<file path="src/rtl/bus_interconnect_if.sv">
// Signal bundle between a FemtoRV32-style native-bus master, the interconnect and N peripheral slaves.
// The slave modport is the interconnect's view; the master modport is the view of whatever drives the CPU side and the peripherals.
interface bus_interconnect_if #(
    parameter int N_SLAVES = 4
);
    logic [31:0]             m_addr;
    logic [31:0]             m_wdata;
    logic [3:0]              m_wmask;
    logic                    m_rstrb;
    logic [31:0]             m_rdata;
    logic                    m_rbusy;
    logic                    m_wbusy;

    logic [31:0]             s_addr;
    logic [31:0]             s_wdata;
    logic [4*N_SLAVES-1:0]   s_wmask;
    logic [N_SLAVES-1:0]     s_rstrb;
    logic [32*N_SLAVES-1:0]  s_rdata;
    logic [N_SLAVES-1:0]     s_rvalid;
    logic [N_SLAVES-1:0]     s_wready;

    logic                    bus_err;
    logic [31:0]             err_addr;

    modport slave (
        input  m_addr, m_wdata, m_wmask, m_rstrb,
        output m_rdata, m_rbusy, m_wbusy,
        output s_addr, s_wdata, s_wmask, s_rstrb,
        input  s_rdata, s_rvalid, s_wready,
        output bus_err, err_addr
    );

    modport master (
        output m_addr, m_wdata, m_wmask, m_rstrb,
        input  m_rdata, m_rbusy, m_wbusy,
        input  s_addr, s_wdata, s_wmask, s_rstrb,
        output s_rdata, s_rvalid, s_wready,
        input  bus_err, err_addr
    );
endinterface

</file>
<file path="src/rtl/bus_interconnect.sv">
// One-master / N-slave interconnect: region decode on addr[31:28], per-slave strobes, wait states via
// slave handshakes, registered read return, timeout and bus-error reporting.
module bus_interconnect #(
    parameter int                    N_SLAVES   = 4,
    parameter logic [4*N_SLAVES-1:0] REGION_MAP = 16'h6540,
    parameter int                    TIMEOUT    = 16,
    parameter logic [31:0]           ERR_DATA   = 32'hDEAD_BEEF
) (
    input logic               clk,
    input logic               rst,
    bus_interconnect_if.slave bus
);
    localparam int IDX_W = (N_SLAVES > 1) ? $clog2(N_SLAVES) : 1;
    localparam int TMR_W = $clog2(TIMEOUT + 1);
    localparam logic [TMR_W-1:0] TIMER_LAST = TMR_W'(TIMEOUT - 1);

    typedef enum logic [1:0] {
        IDLE,
        RD_WAIT,
        WR_WAIT,
        ERR
    } state_t;

    state_t            state;
    logic [IDX_W-1:0]  idx_q;
    logic [31:0]       addr_q;
    logic [31:0]       wdata_q;
    logic [3:0]        mask_q;
    logic [TMR_W-1:0]  timer;
    logic [31:0]       rdata_q;
    logic [31:0]       err_addr_q;
    logic              rbusy_q;
    logic              wbusy_q;
    logic              bus_err_q;

    logic              hit;
    logic [IDX_W-1:0]  hit_idx;
    logic              wr_req;
    logic              rd_req;
    logic              hit_wready;
    logic              rsp_rvalid;
    logic              rsp_wready;
    logic [31:0]       rsp_rdata;

    logic [4*N_SLAVES-1:0] wmask_c;
    logic [N_SLAVES-1:0]   rstrb_c;
    logic [31:0]           s_addr_c;
    logic [31:0]           s_wdata_c;

    // NOTE: every signal written in a combinational block gets a default first, so no path can leave it unassigned and infer a latch.
    always_comb begin
        hit     = 1'b0;
        hit_idx = '0;
        // Scanning downwards lets the lowest-numbered matching slave overwrite any higher one.
        for (int i = N_SLAVES - 1; i >= 0; i--) begin
            if (bus.m_addr[31:28] == REGION_MAP[4*i +: 4]) begin
                hit     = 1'b1;
                hit_idx = IDX_W'(i);
            end
        end
    end

    assign wr_req     = |bus.m_wmask;
    assign rd_req     = bus.m_rstrb & ~wr_req;
    assign hit_wready = bus.s_wready[hit_idx];
    assign rsp_rvalid = bus.s_rvalid[idx_q];
    assign rsp_wready = bus.s_wready[idx_q];
    assign rsp_rdata  = bus.s_rdata[{idx_q, 5'd0} +: 32];

    always_comb begin
        wmask_c   = '0;
        rstrb_c   = '0;
        s_addr_c  = {4'h0, bus.m_addr[27:0]};
        s_wdata_c = bus.m_wdata;
        if (state == IDLE) begin
            if (wr_req && hit) begin
                wmask_c[{hit_idx, 2'b00} +: 4] = bus.m_wmask;
            end else if (rd_req && hit) begin
                rstrb_c[hit_idx] = 1'b1;
            end
        end else begin
            s_addr_c  = {4'h0, addr_q[27:0]};
            s_wdata_c = wdata_q;
            if (state == WR_WAIT) begin
                wmask_c[{idx_q, 2'b00} +: 4] = mask_q;
            end
        end
    end

    // NOTE: sequential state uses non-blocking assignments so every flop samples pre-edge values regardless of statement order.
    always_ff @(posedge clk) begin
        if (rst) begin
            state      <= IDLE;
            idx_q      <= '0;
            addr_q     <= '0;
            wdata_q    <= '0;
            mask_q     <= '0;
            timer      <= '0;
            rdata_q    <= '0;
            err_addr_q <= '0;
            rbusy_q    <= 1'b0;
            wbusy_q    <= 1'b0;
            bus_err_q  <= 1'b0;
        end else begin
            bus_err_q <= 1'b0;
            case (state)
                IDLE: begin
                    if (wr_req) begin
                        if (!hit) begin
                            bus_err_q  <= 1'b1;
                            err_addr_q <= bus.m_addr;
                        end else begin
                            idx_q   <= hit_idx;
                            addr_q  <= bus.m_addr;
                            wdata_q <= bus.m_wdata;
                            mask_q  <= bus.m_wmask;
                            timer   <= '0;
                            if (!hit_wready) begin
                                state   <= WR_WAIT;
                                wbusy_q <= 1'b1;
                            end
                        end
                    end else if (rd_req) begin
                        idx_q   <= hit_idx;
                        addr_q  <= bus.m_addr;
                        timer   <= '0;
                        rbusy_q <= 1'b1;
                        state   <= hit ? RD_WAIT : ERR;
                    end
                end

                RD_WAIT: begin
                    // A response in the expiry cycle still wins over the timeout.
                    if (rsp_rvalid) begin
                        rdata_q <= rsp_rdata;
                        rbusy_q <= 1'b0;
                        state   <= IDLE;
                    end else if (timer == TIMER_LAST) begin
                        rdata_q    <= ERR_DATA;
                        rbusy_q    <= 1'b0;
                        bus_err_q  <= 1'b1;
                        err_addr_q <= addr_q;
                        state      <= IDLE;
                    end else begin
                        timer <= timer + 1'b1;
                    end
                end

                WR_WAIT: begin
                    if (rsp_wready) begin
                        wbusy_q <= 1'b0;
                        state   <= IDLE;
                    end else if (timer == TIMER_LAST) begin
                        wbusy_q    <= 1'b0;
                        bus_err_q  <= 1'b1;
                        err_addr_q <= addr_q;
                        state      <= IDLE;
                    end else begin
                        timer <= timer + 1'b1;
                    end
                end

                ERR: begin
                    rdata_q    <= ERR_DATA;
                    rbusy_q    <= 1'b0;
                    bus_err_q  <= 1'b1;
                    err_addr_q <= addr_q;
                    state      <= IDLE;
                end

                default: state <= IDLE;
            endcase
        end
    end

    assign bus.m_rdata  = rdata_q;
    assign bus.m_rbusy  = rbusy_q;
    assign bus.m_wbusy  = wbusy_q;
    assign bus.s_addr   = s_addr_c;
    assign bus.s_wdata  = s_wdata_c;
    assign bus.s_wmask  = wmask_c;
    assign bus.s_rstrb  = rstrb_c;
    assign bus.bus_err  = bus_err_q;
    assign bus.err_addr = err_addr_q;
endmodule

</file>
<file path="src/flat_wrapper.sv">
// flat-port wrapper written by rule: the top's interface ports become plain ports
module bus_interconnect_flat 
#(
    parameter int                    N_SLAVES   = 4,
    parameter logic [4*N_SLAVES-1:0] REGION_MAP = 16'h6540,
    parameter int                    TIMEOUT    = 16,
    parameter logic [31:0]           ERR_DATA   = 32'hDEAD_BEEF
)
  (clk, rst, bus_m_addr, bus_m_wdata, bus_m_wmask, bus_m_rstrb, bus_m_rdata, bus_m_rbusy, bus_m_wbusy, bus_s_addr, bus_s_wdata, bus_s_wmask, bus_s_rstrb, bus_s_rdata, bus_s_rvalid, bus_s_wready, bus_bus_err, bus_err_addr);
  bus_interconnect_if #(.N_SLAVES(N_SLAVES)) bus_i ();
  input logic clk;
  input logic rst;
  input wire logic [$bits(bus_i.m_addr)-1:0] bus_m_addr;
  input wire logic [$bits(bus_i.m_wdata)-1:0] bus_m_wdata;
  input wire logic [$bits(bus_i.m_wmask)-1:0] bus_m_wmask;
  input wire logic [$bits(bus_i.m_rstrb)-1:0] bus_m_rstrb;
  output wire logic [$bits(bus_i.m_rdata)-1:0] bus_m_rdata;
  output wire logic [$bits(bus_i.m_rbusy)-1:0] bus_m_rbusy;
  output wire logic [$bits(bus_i.m_wbusy)-1:0] bus_m_wbusy;
  output wire logic [$bits(bus_i.s_addr)-1:0] bus_s_addr;
  output wire logic [$bits(bus_i.s_wdata)-1:0] bus_s_wdata;
  output wire logic [$bits(bus_i.s_wmask)-1:0] bus_s_wmask;
  output wire logic [$bits(bus_i.s_rstrb)-1:0] bus_s_rstrb;
  input wire logic [$bits(bus_i.s_rdata)-1:0] bus_s_rdata;
  input wire logic [$bits(bus_i.s_rvalid)-1:0] bus_s_rvalid;
  input wire logic [$bits(bus_i.s_wready)-1:0] bus_s_wready;
  output wire logic [$bits(bus_i.bus_err)-1:0] bus_bus_err;
  output wire logic [$bits(bus_i.err_addr)-1:0] bus_err_addr;
  assign bus_i.m_addr = bus_m_addr;
  assign bus_i.m_wdata = bus_m_wdata;
  assign bus_i.m_wmask = bus_m_wmask;
  assign bus_i.m_rstrb = bus_m_rstrb;
  assign bus_m_rdata = bus_i.m_rdata;
  assign bus_m_rbusy = bus_i.m_rbusy;
  assign bus_m_wbusy = bus_i.m_wbusy;
  assign bus_s_addr = bus_i.s_addr;
  assign bus_s_wdata = bus_i.s_wdata;
  assign bus_s_wmask = bus_i.s_wmask;
  assign bus_s_rstrb = bus_i.s_rstrb;
  assign bus_i.s_rdata = bus_s_rdata;
  assign bus_i.s_rvalid = bus_s_rvalid;
  assign bus_i.s_wready = bus_s_wready;
  assign bus_bus_err = bus_i.bus_err;
  assign bus_err_addr = bus_i.err_addr;
  bus_interconnect #(.N_SLAVES(N_SLAVES), .REGION_MAP(REGION_MAP), .TIMEOUT(TIMEOUT), .ERR_DATA(ERR_DATA)) u_core (.clk(clk), .rst(rst), .bus(bus_i));
endmodule
</file>
<file path="config.mk">
export PLATFORM = sky130hd
export DESIGN_NAME = bus_interconnect_flat
export DESIGN_NICKNAME = d
export VERILOG_FILES = /design/src/rtl/bus_interconnect_if.sv /design/src/rtl/bus_interconnect.sv /design/src/flat_wrapper.sv
export SDC_FILE = /design/constraint.sdc
export NUM_CORES = 1
export LEC_CHECK = 0
export ABC_AREA = 1
export ABC_CLOCK_PERIOD_IN_PS = 4100
export CAP_MARGIN = 0
export CORE_MARGIN = 8
export CORE_UTILIZATION = 46
export DETAILED_ROUTE_END_ITERATION = 10
export PLACE_DENSITY_LB_ADDON = 0.1
export SYNTH_ARGS = -nofsm -noshare
export SYNTH_HDL_FRONTEND = slang
export SYNTH_SLANG_ARGS = --single-unit
</file>
<file path="constraint.sdc">
create_clock -name clk -period 4.1 [get_ports clk]
set_clock_uncertainty 0.2 [all_clocks]
set_input_delay 0.82 -clock clk [delete_from_list [all_inputs] [get_ports clk]]
set_output_delay 0.82 -clock clk [all_outputs]
set_load 0.005 [all_outputs]
</file>
==> metrics.yaml, run 1 <==
clk_latency_ns: 0.42
finalHoldWorstSlack_ns: 0.2432
htree_num_levels: 4
final.setup.tns_ns: 0
ir_worst_vdd_mv: 0.3389
clock_path_buffers: 2
swShare_pct: 31.12
relSlewSlack_pct: 40.47
finalSetupViolCount: 0
grt_usage_pct: 26.45
cp.arrival_ns: 2.95
r2r_slack_ns: 1.17
final_nets: 1741
grt_pass1_wl_um: 46380
tritoncts: "built"
worst_path_max_delay_cell: "clkdlybuf4s50_1"
cts_buffers: 17
hold_viol: 0
p_int_mw: 3.313
io_buffers: 353
vias_per_cell: 5.088
first_pass_iters: 5
wl_um: 29990
initial_core_util_pct: 46.35
drive_gt1_share_pct: 7.969
wl_per_cell_um: 17.02
fin_crit_ns: 3.969
grt_max_degree: 73
pwr_density_cell_nw_per_um2: 390.5
numClockSinks: 144
clkPwrFrac_pct: 34.7
power_frac_comb_pct: 31.5
dp.final_hpwl_um: 22150
ios: 358
worstSetupStartpointType: "primary input"
synth_cells: 1184
cts-root-buf: "clkbuf_16"
place_area_um2: 11650
fmax_mhz: 251.9
syn_area_per_cell_um2: 6.677
finalMaxSlewViolations: 0
seqPwrFrac_pct: 33.8
syn_to_final_growth_pct: 55.83
layout_commonest_cell: "clkdlybuf4s50_1"
cp_cell_sequence: "clkdlybuf4s50_1 > inv_1 > nor2_4 > nand2_1 > buf_4 > inv_1 > ha_2 > buf_4 > nand2_1 > nor2_1 > clkdlybuf4s50_1"
synth_area_um2: 7905
p_switching_mw: 1.497
netlist-cell-type-count: 32
via_count: 8965
gp_congestion: 0.9084
max_stage_delay_ns: 0.53
status: "finished, final reports clean"
grt_overflow: 0
hold_path_class: "flip-flop to flip-flop"
endpoint_kind: "output pin"
die_w_um: 147.1
dieArea_um2: 21640
post-route-cell-area_um2: 12320
worstMarginPinSlew_ns: 0.8905
antenna_found_initial: 7
ys_ff_latch: 144
maxCapViolCount: 0
fin_crit_sh_pct: 96.81
worstPathMaxFanout: 10
antenna_left: 0
drt_iter0_drc: 475
ys_warn_count: 0
clkTransAtPathRegs_ns: 0.06
rows: 48
final_cell_mix: "clkdlybuf4s50_1 (334), nand2_1 (255), nor2_1 (174)"
coreArea_um2: 17060
drc_errors: 0
die_h_um: 147.1
critPathKind: "primary input to output pin"
rsz0062_at_grt: "false"
worst-endpoint-required_ns: 3.08
power.static_leakage_nw: 5.475
yosysSeqAreaShare_pct: 36.47
grt_pass1_vias: 8536
## critical path, delay by kind of cell
kind	cells	cell delay, ns
fa+ha+maj	1	0.21
simple gates	4	0.43
buf+inv	6	1.50
## power by group through the flow
stage,registers (mW),clock network [mW],logic (mW)
final,1.63,1.67,1.52
after floorplan,1.65,0,0.791
after global routing,1.64,1.76,1.67
after CTS,1.62,1.69,1.53
after detailed placement,1.65,0,1.51
after global placement,1.65,0,1.50
## final timing paths
kind | startpoint | to | cells past startpoint
worst min-delay path | u_core.bus.m_rdata[9] | u_core.bus.m_rdata[9] | 2
worst max-delay path | bus_m_addr[30] | bus_s_rstrb[1] | 11
worst max register to register | u_core.idx_q[0] | u_core.bus.m_rdata[2] | 8
worst min register to register | u_core.bus.m_rdata[9] | u_core.bus.m_rdata[9] | 2
## synthesized netlist by cell type
library cell  number  area (µm²)
nor2_1           174       653.1
nor3_1             4       20.02
nand3_2            3       30.03
nand2_4            1       11.26
nand2_2           16       100.1
nor2_8             1       20.02
buf_4              8       60.06
o21ai_0          116       580.6
dfxtp_1          144        2883
conb_1             1       3.750
clkinv_1           1       3.750
inv_2              6       22.52
mux2i_1           32       320.3
o32ai_1            6       52.55
buf_6              5       56.30
o21ai_4            1       16.27
clkbuf_1          39       146.4
nand4_1            6       37.54
nor2_2             1       6.260
a22oi_1           24       180.2
o21ai_1            8       40.04
nand2_1          256       960.9
nand3_1           30       150.1
buf_2             22       110.1
inv_4              1       6.260
buf_1              5       18.77
a21oi_2           10       87.58
inv_1            106       397.9
o22ai_1           17       106.4
ha_1              16       200.2
o31ai_1            1       7.510
a21oi_1          123       615.6
## state kept, by name, summed over array words and instances (netlist names)
name and count:
u_core.addr_q 32, u_core.bus.bus_err 1, u_core.bus.err_addr 32, u_core.bus.m_rbusy 1, u_core.bus.m_rdata 32, u_core.bus.m_wbusy 1
u_core.idx_q 2, u_core.mask_q 4, u_core.state 2, u_core.timer 5, u_core.wdata_q 32
## cells by family (layout without fill, tap and decap cells)
| kind of cell | after synthesis | after routing | share of synthesized area [%] |
|---|---|---|---|
| other | 1 | 10 | 0.04744 |
| adder cells (fa/ha/maj) | 16 | 16 | 2.532 |
| AO/OA/AOI/OAI | 306 | 306 | 21.34 |
| buffers and inverters | 193 | 537 | 10.40 |
| flip-flops | 144 | 144 | 36.47 |
| AND/OR/NAND/NOR | 492 | 492 | 25.17 |
| multiplexers | 32 | 32 | 4.052 |
## per-layer routing
layer  global-route usage [%]  part of all wire, %  up-vias
met4                    12.34                  2.6        2
met3                    7.229                  7.7       44
met2                    44.70                   49      297
li1                         -                    -     4521
met1                    30.51                   40     4101
met5                        0                0.027        -
## per-stage QoR
step / total power [mW] / utilization, % / setup slack [ns] / std cells
3_3_place_gp: 3.146 / 68.30 / -0.1641 / 1724
3_5_place_dp: 3.165 / 68.30 / -0.1854 / 1724
4_1_cts: 4.843 / 72.01 / 0.006378 / 1756
2_1_floorplan: 2.439 / - / 0.8472 / 1187
5_1_grt: 5.067 / 72.22 / 0.02068 / 1762
6_report: 4.810 / 72.22 / 0.1307 / 1762
## final cells by class
cell class | instances | area, µm²
antenna | 6 | 15.01
fill | 1475 | 4738
timing repair buffer | 391 | 3822
inverter | 114 | 430.4
clock buffer | 20 | 466.7
clock inverter | 12 | 168.9
multi-input combinational | 850 | 4249
sequential | 144 | 2884
tap | 225 | 281.5
## repair_timing
action                                  in CTS  in global routing
hold endpoints to repair                     0                  0
pin swaps                                    0                  2
endpoints found under the setup margin      12                 10
resized for setup                           13                 15
setup buffers                                0                  0
hold buffers                                 0                  0
Note: power is estimated with default switching activity, not from simulation.
==> run 2: changes to the inputs <==
==> constraint.sdc (replaced) <==
create_clock -name clk -period 4.1 [get_ports clk]
set_clock_uncertainty 0.2 [all_clocks]
set_input_delay 0.82 -clock clk [delete_from_list [all_inputs] [get_ports clk]]
set_output_delay 0.82 -clock clk [all_outputs]
set_load 0.02 [all_outputs]
==> run 2 against run 1 <==
Register-to-register slack got worse by 0.10 ns. Utilization down 0.81 points. Sequential cell count stayed put. Clock power shrank 9%. Critical path type unchanged. Critical endpoint is now bus_s_wmask[14]. Largest cell class unchanged. Largest power group is now combinational cells. Highest routed layer is now met4.
==> metrics.yaml, run 2 (synthesized netlist as in run 1, its figures left out) <==
rsz0062_at_grt: "true"
cp_cell_sequence: "clkdlybuf4s50_1 > inv_2 > o21ai_4 > nor2_1 > buf_4 > ha_1 > inv_1 > nor3_1 > nand3_1 > o31ai_1 > clkbuf_2"
critPathKind: "primary input to output pin"
ir_worst_vdd_mv: 0.3046
dp_slack_ns: -0.3083
drc_errors: 0
clock_path_buffers: 2
first_pass_iters: 5
ios: 358
tritoncts: "built"
dp_cells: 1723
htree_num_levels: 4
coreArea_um2: 17060
fin_crit_ns: 3.966
timing.rr.end: "u_core.bus.m_rdata[13]"
antenna_left: 0
dieArea_um2: 21640
die_w_um: 147.1
via_count: 9010
finalSetupViolCount: 0
cp.arrival_ns: 2.95
final_cell_mix: "clkdlybuf4s50_1 (332), nand2_1 (256), nor2_1 (174)"
crit_buf_inv: 5
endpoint_kind: "output pin"
finalMaxSlewViolations: 0
setup.worst_path.end: "bus_s_wmask[14]"
fin_ws_ns: 0.1336
fin_crit_sh_pct: 96.74
grt_max_degree: 73
relSlewSlack_pct: 36.61
pwr_density_cell_nw_per_um2: 397.1
worst-endpoint-required_ns: 3.08
drt_iter0_drc: 559
maxCapViolCount: 0
fillers: 1492
grt_overflow: 0
wl_per_cell_um: 17.13
status: "finished, final reports clean"
layout_commonest_cell: "clkdlybuf4s50_1"
fmax_mhz: 252.1
io_buffers: 353
cp_top_family: "buffers and inverters"
grt_pass1_wl_um: 46370
post_cts_buffers: 0
antenna_found_initial: 4
worst_path_max_delay_cell: "clkdlybuf4s50_1"
die_h_um: 147.1
grt_usage_pct: 26.53
drive_gt1_share_pct: 8.039
worstSetupStartpointType: "primary input"
worstReg2RegStart: "u_core.idx_q[0]"
gp_congestion: 0.9140
hold_viol: 0
hold_path_class: "flip-flop to flip-flop"
fin_cells: 1759
grt_pass1_vias: 8585
clkTransAtPathRegs_ns: 0.06
power.static_leakage_nw: 5.371
worstSetupPathDepth: 11
reg2reg_depth: 9
numClockSinks: 144
final_nets: 1740
dp.final_hpwl_um: 22000
vias_per_cell: 5.122
worstMarginPinSlew_ns: 0.9507
max_stage_delay_ns: 0.53
wl_um: 30140
cts-root-buf: "clkbuf_16"
cts_buffers: 17
worstPathMaxFanout: 4
r2r_slack_ns: 1.07
rows: 48
holdBufCountCts: 0
cp-startpoint: "bus_m_addr[28]"
initial_core_util_pct: 46.35
clk_latency_ns: 0.42
cts_resized: 19
syn_to_final_growth_pct: 54.07
[run 2: where the power goes]
| group | internal (mW) | total, mW | switching, mW |
|---|---|---|---|
| combinational | 0.740 | 1.69 | 0.952 |
| clock | 0.888 | 1.52 | 0.631 |
| sequential | 1.55 | 1.62 | 0.0750 |
| total | 3.18 | 4.84 | 1.66 |
[run 2: per-layer routing]
| metal | global-route usage (%) | up-vias | share of wire, % |
|---|---|---|---|
| met5 | 0 | - | 0 |
| met4 | 11.63 | 0 | 3.1 |
| met3 | 7.444 | 52 | 7.9 |
| met2 | 45.41 | 320 | 49 |
| met1 | 30.27 | 4132 | 40 |
| li1 | - | 4506 | - |
[run 2: per-stage QoR]
stage	power, mW	utilization (%)	instance area (µm²)	hold slack, ns	TNS (ns)
floorplan	2.619	-	7916	0.2436	0
global placement	3.323	68.26	11640	0.2318	-2.421
detailed placement	3.342	68.26	11640	0.2359	-2.637
CTS	4.862	71.51	12200	0.2454	0
global route	5.083	71.41	12180	0.2565	-0.02067
finish	4.836	71.41	12180	0.2431	0
[run 2: area by class of cell]
type                            count  area, µm²  share of cell area, %
Multi-Input combinational cell    850       4228                  34.71
Clock inverter                     11      105.1                 0.8630
Inverter                          114      430.4                  3.534
Timing Repair Buffer              390       3770                  30.95
Tap cell                          225      281.5                  2.311
Sequential cell                   144       2884                  23.68
Antenna cell                        4      10.01                0.08219
Clock buffer                       21      470.5                  3.863
[run 2: worst register-to-register path, cell delays in order, from the launching register on]
cell	delay, ns
dfxtp_2	0.33
inv_2	0.12
buf_4	0.61
nand2_1	0.15
nand3_1	0.14
nand2_2	0.11
inv_2	0.08
nand3_1	0.59
o21ai_0	0.49
a21oi_1	0.07
[run 2: how the worst min path moves through the flow]
stage,slack [ns],start,end,cells past startpoint
after floorplan,0.24,u_core.mask_q[0],u_core.mask_q[0],2
after global placement,0.23,u_core.bus.m_rdata[5],u_core.bus.m_rdata[5],2
after detailed placement,0.24,u_core.bus.m_rbusy,u_core.bus.m_rbusy,2
after CTS,0.25,u_core.bus.m_rdata[11],u_core.bus.m_rdata[11],2
after global routing,0.26,u_core.bus.m_rdata[12],u_core.bus.m_rdata[12],2
final,0.24,u_core.bus.m_rdata[1],u_core.bus.m_rdata[1],2
==> run 3: changes to the inputs <==
--- a/config.mk
+++ b/config.mk
@@ -6,10 +6,12 @@
 export NUM_CORES = 1
 export LEC_CHECK = 0
 export ABC_AREA = 1
-export ABC_CLOCK_PERIOD_IN_PS = 4100
+export ABC_CLOCK_PERIOD_IN_PS = 5200
 export CAP_MARGIN = 0
+export CELL_PAD_IN_SITES_DETAIL_PLACEMENT = 1
+export CELL_PAD_IN_SITES_GLOBAL_PLACEMENT = 2
 export CORE_MARGIN = 8
-export CORE_UTILIZATION = 46
+export CORE_UTILIZATION = 23
 export DETAILED_ROUTE_END_ITERATION = 10
 export PLACE_DENSITY_LB_ADDON = 0.1
 export SYNTH_ARGS = -nofsm -noshare
==> constraint.sdc (replaced) <==
create_clock -name clk -period 5.2 [get_ports clk]
set_clock_uncertainty 0.2 [all_clocks]
set_input_delay 1.04 -clock clk [delete_from_list [all_inputs] [get_ports clk]]
set_output_delay 1.04 -clock clk [all_outputs]
set_load 0.02 [all_outputs]
==> run 3 against run 2 <==
Worst hold slack gained 0.0039 ns. Setup slack improved by 0.11 ns. Non-clock buffer count is 23 lower.
==> metrics.yaml, run 3 (synthesized netlist as in run 1, its figures left out) <==
status: "finished, final reports clean"
worstMarginPinSlew_ns: 1.066
gp_congestion: 0.7851
fin_crit_ns: 4.958
htree_num_levels: 4
grt_overflow: 0
regArea_um2: 2884
cts-root-buf: "clkbuf_16"
worstSetupStartpointType: "primary input"
ios: 358
maxCapViolCount: 0
worst-endpoint-required_ns: 3.96
hold-path-cell-count: 2
coreArea_um2: 34200
fmax_mhz: 201.7
drive_gt1_share_pct: 5.906
finalSetupViolCount: 0
pwr_density_cell_nw_per_um2: 314.4
final_nets: 1717
clkTransAtPathRegs_ns: 0.06
final.setup.tns_ns: 0
grt_usage_pct: 18.15
critPathKind: "primary input to output pin"
relSlewSlack_pct: 28.65
clock_path_buffers: 2
dieArea_um2: 40560
cts_resized: 0
grt_max_degree: 73
numClockSinks: 144
crit_top_cell: "clkdlybuf4s50_1"
cp.arrival_ns: 3.72
holdBufCountCts: 0
wl_per_cell_um: 19.23
ir_worst_vdd_mv: 0.1981
io_buffers: 353
drc_errors: 0
vias_per_cell: 4.580
wl_um: 37810
hold_viol: 0
syn_to_final_growth_pct: 56.25
rows: 68
die_w_um: 201.4
tritoncts: "built"
max_stage_delay_ns: 0.67
post_cts_buffers: 0
endpoint_kind: "output pin"
dp.final_hpwl_um: 28000
finalPower_mw: 3.884
cp_top_family: "buffers and inverters"
worst_path_max_delay_cell: "clkdlybuf4s50_1"
multi_input_area_um2: 4235
reg2reg_depth: 10
worstSetupPathDepth: 11
fillers: 4214
cts_buffers: 17
first_pass_iters: 4
initial_core_util_pct: 23.11
final_cell_mix: "clkdlybuf4s50_1 (349), nand2_1 (256), nor2_1 (174)"
finalMaxSlewViolations: 0
worstPathMaxFanout: 4
power.static_leakage_nw: 5.220
antenna_left: 0
die_h_um: 201.4
grt_pass1_wl_um: 58330
via_count: 9004
r2r_slack_ns: 1.81
layout_commonest_cell: "clkdlybuf4s50_1"
grt_pass1_vias: 9303
clk_latency_ns: 0.42
fin_crit_sh_pct: 95.35
drt_iter0_drc: 380
rsz0062_at_grt: "false"
crit_buf_inv: 5
hold_path_class: "flip-flop to flip-flop"
cp_cell_sequence: "clkdlybuf4s50_1 > inv_2 > o21ai_4 > nor2_1 > buf_4 > ha_1 > inv_1 > nor3_1 > nand3_1 > o32ai_1 > clkdlybuf4s50_1"
antenna_found_initial: 9
==> run 3: cell types whose count changed in the layout (fill, tap and decap cells not counted), moves of 2 or more <==
cell / before / now
clkbuf_8: 3 / 1
clkbuf_2: 10 / 0
clkdlybuf4s50_1: 332 / 349
dlygate4sd2_1: 5 / 0
clkdlybuf4s15_1: 2 / 0
buf_4: 36 / 14
==> run 3: final cells by class <==
type                       count  share of cell area, %
multi-input combinational    850                  34.29
inverter                     114                  3.485
sequential                   144                  23.35
antenna                        4                0.08104
tap                          455                  4.609
clock buffer                  20                  3.616
timing repair buffer         367                  29.48
clock inverter                12                  1.094
==> run 3: power breakdown <==
part | switching [mW] | internal (mW)
Clock | 0.524 | 0.723
Sequential | 0.0616 | 1.22
Combinational | 0.785 | 0.569
Total | 1.37 | 2.51
==> run 3: per-stage QoR <==
step	area, µm²	hold WS (ns)	cells	setup WS, ns	util [%]
finish	12350	0.2469	1966	0.2417	36.11
global route	12350	0.2699	1964	0.08377	36.10
CTS	12330	0.2487	1962	0.1403	36.06
detailed placement	11750	0.2400	1930	0.1392	34.36
global placement	11750	0.2318	1930	0.1627	34.36
floorplan	7916	0.2436	1187	1.185	-
==> run 3: final timing paths <==
path | to | start
max | bus_s_wmask[12] | bus_m_addr[28]
min | u_core.bus.m_rdata[21] | u_core.bus.m_rdata[21]
max reg2reg | u_core.addr_q[21] | u_core.state[0]
min reg2reg | u_core.bus.m_rdata[21] | u_core.bus.m_rdata[21]
==> run 3: metal layers <==
metal	GRT usage [%]	vias to the layer above	wire (µm)
li1	-	4460	-
met1	23.52	4234	17660
met2	28.54	255	16690
met3	6.320	41	2831
met4	4.279	14	544
met5	0	-	86
==> run 3: worst min-delay path: cells and delay by family, from the launching register on <==
kind / cells / cell delay (ns)
buf+inv: 1 / 0.05
flops: 1 / 0.31
compound gates: 1 / 0.05
